--- src/rtl/s27_lanes_scan.sv ---
// Multi-lane s27 sequential benchmark with a full scan chain, a Galois MISR
// over the lane outputs and a saturating capture counter.
module s27_lanes_scan #(
  parameter int                LANES     = 4,
  parameter int                MISR_W    = 16,
  parameter logic [MISR_W-1:0] MISR_POLY = 16'hB400,
  parameter int                CNT_W     = 16
) (
  input  logic              CK,
  input  logic              RN,
  input  logic [LANES-1:0]  G0,
  input  logic [LANES-1:0]  G1,
  input  logic [LANES-1:0]  G2,
  input  logic [LANES-1:0]  G3,
  output logic [LANES-1:0]  G17,
  input  logic              SE,
  input  logic              SI,
  output logic              SO,
  input  logic              CAP_EN,
  input  logic              MCLR,
  output logic [MISR_W-1:0] SIG,
  output logic [CNT_W-1:0]  CAP_CNT
);

  localparam int CHAIN_W = 3 * LANES;

  if (LANES < 1 || LANES > MISR_W) begin : g_bad_lanes
    $error("s27_lanes_scan: LANES must be in 1..MISR_W");
  end

  // Lane i owns chain bits 3i (s5), 3i+1 (s6), 3i+2 (s7); bit 0 is nearest SI.
  logic [CHAIN_W-1:0] chain_q, chain_d, func_d;
  logic [MISR_W-1:0]  sig_q, sig_d, g17_ext;
  logic [CNT_W-1:0]   cnt_q, cnt_d;
  logic               capture;

  for (genvar i = 0; i < LANES; i++) begin : g_lane
    logic s5, s6, s7;
    logic n8, n9, n10, n11, n12, n13, n14, n15, n16;

    assign s5  = chain_q[3*i];
    assign s6  = chain_q[3*i+1];
    assign s7  = chain_q[3*i+2];

    assign n14 = ~G0[i];
    assign n8  = n14 & s6;
    assign n12 = ~(G1[i] | s7);
    assign n15 = n12 | n8;
    assign n16 = G3[i] | n8;
    assign n9  = ~(n16 & n15);
    assign n11 = ~(s5 | n9);
    assign n10 = ~(n14 | n11);
    assign n13 = ~(G2[i] | n12);

    assign G17[i]         = ~n11;
    assign func_d[3*i]    = n10;
    assign func_d[3*i+1]  = n11;
    assign func_d[3*i+2]  = n13;
  end

  assign capture = ~SE & CAP_EN & ~MCLR;

  always_comb begin
    chain_d = func_d;
    if (SE) begin
      chain_d = {chain_q[CHAIN_W-2:0], SI};
    end
  end

  always_comb begin
    g17_ext              = '0;
    g17_ext[LANES-1:0]   = G17;
    sig_d                = sig_q;
    cnt_d                = cnt_q;
    if (MCLR) begin
      sig_d = '0;
      cnt_d = '0;
    end else if (capture) begin
      sig_d = (sig_q >> 1) ^ (sig_q[0] ? MISR_POLY : '0) ^ g17_ext;
      if (cnt_q != '1) begin
        cnt_d = cnt_q + CNT_W'(1);
      end
    end
  end

  always_ff @(posedge CK or negedge RN) begin
    if (!RN) begin
      chain_q <= '0;
      sig_q   <= '0;
      cnt_q   <= '0;
    end else begin
      chain_q <= chain_d;
      sig_q   <= sig_d;
      cnt_q   <= cnt_d;
    end
  end

  assign SO      = chain_q[CHAIN_W-1];
  assign SIG     = sig_q;
  assign CAP_CNT = cnt_q;

endmodule
--- config.mk ---
export PLATFORM = sky130hd
export DESIGN_NAME = s27_lanes_scan
export DESIGN_NICKNAME = d
export VERILOG_FILES = /design/src/rtl/s27_lanes_scan.sv
export SDC_FILE = /design/constraint.sdc
export NUM_CORES = 1
export LEC_CHECK = 0
export ABC_AREA = 1
export CORE_ASPECT_RATIO = 1.25
export CORE_MARGIN = 1
export CORE_UTILIZATION = 34
export CTS_CLUSTER_DIAMETER = 50
export DETAILED_ROUTE_END_ITERATION = 10
export GPL_ROUTABILITY_DRIVEN = 0
export SYNTH_ARGS = -nofsm -noshare
export SYNTH_HDL_FRONTEND = slang
export SYNTH_SLANG_ARGS = --single-unit
--- constraint.sdc ---
create_clock -name CK -period 1.6 [get_ports CK]
set_input_delay 0.24 -clock CK [delete_from_list [all_inputs] [get_ports CK]]
set_output_delay 0.24 -clock CK [all_outputs]
set_load 0.005 [all_outputs]
# Word level (Yosys, flattened, before mapping)
# Index checks and enable logic that the tools add are counted.
[word_totals]
ff_bits = 44
latchBits = 0
mem_bits_rw = 0
rom_bits = 0
inputBits = 22
output_inout_bits = 37
wordCells = 77
n_memories = 0
[classes]
add_sub_neg = 1
n_mul = 0
div_mod_pow = 0
order_cmp = 0
n_eq_ne = 1
shifts = 0
n_mux = 7
n_bitwise = 62
n_reduce_logical = 3
[ops]
columns = ["cell", "n"]
rows = [
  ["$mux 16", 6],
  ["$not 1->1", 26],
  ["$or 1x1->1", 24],
  ["$add 16x1->16 const B", 1],
  ["$ne 16x16->1 const B", 1],
  ["$xor 15x16->16", 1],
  ["$xor 16x4->16", 1],
  ["$mux 12", 1],
  ["$and 1x1->1", 10],
  ["$reduce_bool 2->1", 2],
  ["$reduce_and 2->1", 1],
]

# Logic depth before layout (Yosys ltp)
# Gate-level depths: netlist of run 1.
[logic_depth]
word_depth = 10
mapped_depth = 9
depth_no_buf = 8

# Worst setup path before layout of run 1
# No wires, ideal clock.
[synth_timing]
kind = "register to register"
startpoint = "reg cnt_q[1] (netlist: CAP_CNT[1])"
endpoint = "reg cnt_q[13] (netlist: CAP_CNT[13])"
setup_time_ps = 119
arrival_ps = 1334
t_required_ps = 1481
slack_ps = 147
stages_incl_launch_ff = 10
synth_period_minus_slack_ps = 1453
path_cell_list = "dfrtp_1 > ha_1 > nand3_2 > inv_2 > nand2_4 > nor2_2 > nor2_4 > buf_6 > nand3_1 > o21ai_2"
[synth_via]
elab_chain_len = 4
word_cells_on_any_way = 7
[synth_lines]
columns = ["item", "line", "source"]
rows = [
  ["start: declaration", "34", "logic [CNT_W-1:0] cnt_q, cnt_d;"],
  ["start signal: assignment", "94", "cnt_q <= cnt_d;"],
  ["$add 16x1->16", "81", "cnt_d = cnt_q + CNT_W'(1);"],
  ["$mux 16", "80", "if (cnt_q != '1) begin"],
  ["$mux 16", "78", "end else if (capture) begin"],
  ["$mux 16", "75", "if (MCLR) begin"],
]
# Several ways; a longest one is shown, not always the timed one. The select of a mux whose other input is x is not followed.
# A chain may end at the register's enable or synchronous reset.

# Worst setup path after layout of run 1
[layout_timing]
startpoint = "reg sig_q[0] (netlist: SIG[0])"
endpoint = "out SIG[0]"
[layout_lines]
columns = ["item", "line", "source"]
rows = [
  ["start: declaration", "33", "logic [MISR_W-1:0] sig_q, sig_d, g17_ext;"],
  ["start signal: assignment", "93", "sig_q <= sig_d;"],
  ["end: declaration", "21", "output logic [MISR_W-1:0] SIG,"],
]
# No word-level cell between the ends.

==> results of run 1 <==
## power by group through the flow
stage | registers (mW) | clock network (mW) | logic [mW]
finish | 1.19 | 0.848 | 0.362
global route | 1.20 | 0.908 | 0.404
CTS | 1.19 | 0.876 | 0.363
detailed placement | 1.21 | 0 | 0.360
global placement | 1.21 | 0 | 0.356
floorplan | 1.21 | 0 | 0.131
## tightest hold or removal path, stage by stage
cell and delay, ps:
sky130_fd_sc_hd__dlygate4sd3_1 510, sky130_fd_sc_hd__buf_2 120, sky130_fd_sc_hd__buf_12 240
## what timing repair did
| item | in CTS | in global routing |
|---|---|---|
| endpoints found under the setup margin | 4 | 5 |
| pin swaps | 3 | 0 |
| gates resized for setup | 7 | 2 |
| hold buffers | 1 | 0 |
| setup buffers | 2 | 1 |
| hold endpoints to repair | 44 | 0 |
## layout make-up
type / count / area share
clock inverter: 3 / 0.0130
tap: 85 / 0.0324
timing repair buffer: 93 / 0.262
multi-input combinational: 187 / 0.301
inverter: 31 / 0.0354
clock buffer: 5 / 0.0210
sequential: 44 / 0.336
## cell usage in the layout (no fill, tap or decap), types with 8 or more instances in the layout
cell                              instances
sky130_fd_sc_hd__buf_4                   32
sky130_fd_sc_hd__clkdlybuf4s50_1         53
sky130_fd_sc_hd__dfrtp_1                 43
sky130_fd_sc_hd__inv_1                   27
sky130_fd_sc_hd__nand2_1                 75
sky130_fd_sc_hd__nand3_1                 29
sky130_fd_sc_hd__nor2_1                  14
sky130_fd_sc_hd__o21ai_0                 15
sky130_fd_sc_hd__o21ai_2                  8
sky130_fd_sc_hd__o22ai_1                  8
## cells in the mapped netlist
master | number | area share
sky130_fd_sc_hd__nand3_2 | 1 | 0.0045
sky130_fd_sc_hd__clkbuf_1 | 2 | 0.0034
sky130_fd_sc_hd__or2_2 | 1 | 0.0028
sky130_fd_sc_hd__inv_2 | 4 | 0.0068
sky130_fd_sc_hd__nand2_4 | 3 | 0.015
sky130_fd_sc_hd__buf_6 | 1 | 0.0051
sky130_fd_sc_hd__nand3_1 | 29 | 0.066
sky130_fd_sc_hd__buf_2 | 1 | 0.0023
sky130_fd_sc_hd__nor2_2 | 2 | 0.0056
sky130_fd_sc_hd__a21oi_1 | 4 | 0.0090
sky130_fd_sc_hd__o21a_1 | 4 | 0.014
sky130_fd_sc_hd__ha_1 | 1 | 0.0056
sky130_fd_sc_hd__nor2_1 | 17 | 0.029
sky130_fd_sc_hd__nand4_1 | 2 | 0.0056
sky130_fd_sc_hd__o21ai_2 | 8 | 0.032
sky130_fd_sc_hd__o22ai_1 | 8 | 0.023
sky130_fd_sc_hd__o21ai_4 | 1 | 0.0073
sky130_fd_sc_hd__inv_1 | 27 | 0.046
sky130_fd_sc_hd__xor2_1 | 3 | 0.012
sky130_fd_sc_hd__nand2_2 | 2 | 0.0056
sky130_fd_sc_hd__dfrtp_1 | 44 | 0.50
sky130_fd_sc_hd__nand2_1 | 75 | 0.13
sky130_fd_sc_hd__o21ai_0 | 15 | 0.034
sky130_fd_sc_hd__o31ai_1 | 4 | 0.014
sky130_fd_sc_hd__xnor2_1 | 5 | 0.020
sky130_fd_sc_hd__nor2_4 | 2 | 0.010
## cell families (layout without fill, tap and decap cells)
logic type                 Yosys count  in the layout
and+or+nand+nor                    134            134
AOI/OAI and AO/OA                   44             44
DFF                                 44             44
buffers and inverters               35            132
xor gates and xnor gates             8              8
adders and majority gates            1              1
## final timing paths
path	from	to	slack (ps)
setup / recovery	SIG[0]$_DFFE_PN0P_	SIG[0]	60
hold / removal	RN	CAP_CNT[0]$_DFFE_PN0P_	450
setup reg to reg	CAP_CNT[0]$_DFFE_PN0P_	CAP_CNT[11]$_DFFE_PN0P_	140
hold reg to reg	chain_q[4]$_DFF_PN0_	chain_q[5]$_DFF_PN0_	490
max in group asynchronous	RN	CAP_CNT[2]$_DFFE_PN0P_	940
min in group CK	chain_q[4]$_DFF_PN0_	chain_q[5]$_DFF_PN0_	490
## routing by layer
| layer | track usage | vias up | wire (µm) |
|---|---|---|---|
| met5 | 0 | - | 0 |
| met4 | 0.0689 | 0 | 83 |
| met3 | 0.0330 | 8 | 202 |
| met2 | 0.299 | 45 | 2680 |
| met1 | 0.222 | 952 | 2500 |
| li1 | - | 1054 | - |
## registers in the layout (all words and copies together) (netlist names)
| name | cells |
|---|---|
| CAP_CNT | 16 |
| SIG | 16 |
| chain_q | 12 |
==> results_dict.tcl, run 1 <==
set metrics [dict create \
    combinational_family_with_the_most_area_after_synthesis "simple AND/OR/NAND/NOR gates" \
    synth_compound_area_frac 0.132 \
    initial_utilization 0.355 \
    cts_buffer_depth 2 \
    arrival_ps 1300 \
    vias_per_cell 4.60 \
    tritoncts "built" \
    p_clk_frac 0.353 \
    timing.final.setup_violations 0 \
    fillCellCount 641 \
    grt_overflow 0 \
    dp.final_hpwl_um 4040 \
    largest_delay_contributor_family_on_the_critical_path "buffers and inverters" \
    clock_insertion_delay_worst_skew_ps 290 \
    tightestPinTransition_ps 308 \
    cts-root-buf "sky130_fd_sc_hd__clkbuf_8" \
    cts.sinks 44 \
    synth.ff_latch_count 44 \
    cpMaxStageDelayCell "sky130_fd_sc_hd__clkdlybuf4s50_1" \
    cts.reportedPaths.clkPinSlew_ps 90 \
    worst_ep_required_time_ps 1360 \
    grt_pass1_vias 2117 \
    grt_max_degree 45 \
    antenna_cells 0 \
    synth_cell_types 26 \
    fmax_ghz 0.648 \
    p_leak_nw 1.51 \
    core_area_mm2 0.00625 \
    critPathLaunchType "flop" \
    number_of_antenna_violations_at_the_first_check_in_global_routing 0 \
    buffer_ports.inserted 58 \
    totalPowerFinal_mw 2.40 \
    worstPathCellList "clkdlybuf4s50_1" \
    placed_area_mm2 0.00313 \
    post-route-period-util 0.965 \
    cts_max_level 2 \
    cpPeakStageDelay_ps 550 \
    die_width_um 74.2 \
    seq_power_share 0.496 \
    synth_fa_ha_area_frac 0.00565 \
    cts-buffers-inserted 5 \
    hold_path_class "in2async" \
    period_needed_ps 1540 \
    post_layout_nets 385 \
    die_ar_mm2 0.00685 \
    setup.worst_path.class "reg2out" \
    maxCapViolCount 0 \
    rr_worst_depth 9 \
    multiInputGateArea_um2 987 \
    post_synth_instance_area_mm2 0.00222 \
    antenna_left 0 \
    finalHoldWorstSlack_ps 445 \
    final_layout_size_suffix_gt1_frac 0.196 \
    area_delta_synth_final_pct 48.2 \
    finalWorstSetupSlack_ps 55.8 \
    utilization 0.526 \
    synth_sequential_area_ratio 0.497 \
    status "complete, no violations" \
    finish.cell_count_without_fillers 448 \
    postRouteWirelength_um 5460 \
    yosysWarningCount 0 \
    drt-pass1-iter-count 4 \
    mappedNetlistNets 289 \
    final_worst_clock_skew_ps 5.10 \
    synth_area_per_cell_um2 8.33 \
    dp_cells 436 \
    die_h_um 92.3 \
    register_area_mm2 0.00110 \
    place_ws_ps -105 \
    timing.slew.headroom 0.794 \
    final_hold_violation_count 0 \
    cp.depth 1 \
    crit_path_end_kind "output port" \
    rows 32 \
    grt_pass1_wl_um 9400 \
    timing_max_transition_violations_final 0 \
    post_synth_inst_count 266 \
    final.setup.tns_ps 0 \
    routed_wire_length_per_instance_um 12.2 \
    vias 2059 \
    worstPathBufferInverterCount 1 \
    drt_first_iter_violations 70 \
    combPwrFrac 0.151 \
    powerDensity_mw_per_mm2 732 \
    synth_xor_area_frac 0.0316 \
    sw_frac_of_total 0.244 \
    vdd.ir_drop.worst_v 0.000531 \
    cellInternalPower_mw 1.82 \
    p_switching_mw 0.586 \
    grt_setup_unrepaired "no" \
    critical_path_peak_fanout 5 \
    grt.total_usage 0.178 \
    postLayoutCellArea_mm2 0.00328 \
    synth_simple_gate_area_frac 0.271 \
    synth.area.mux_share 0 \
    route.detailed.drc 0 \
    ios 59 \
]
Note: power is estimated with default switching activity, not from simulation.
==> run 2, diff against run 1 <==
HOLD_SLACK_MARGIN = 0.06   (was unset)
==> results of run 2 <==
Same layout as run 1: the final DEF is identical, and so are final timing and power.
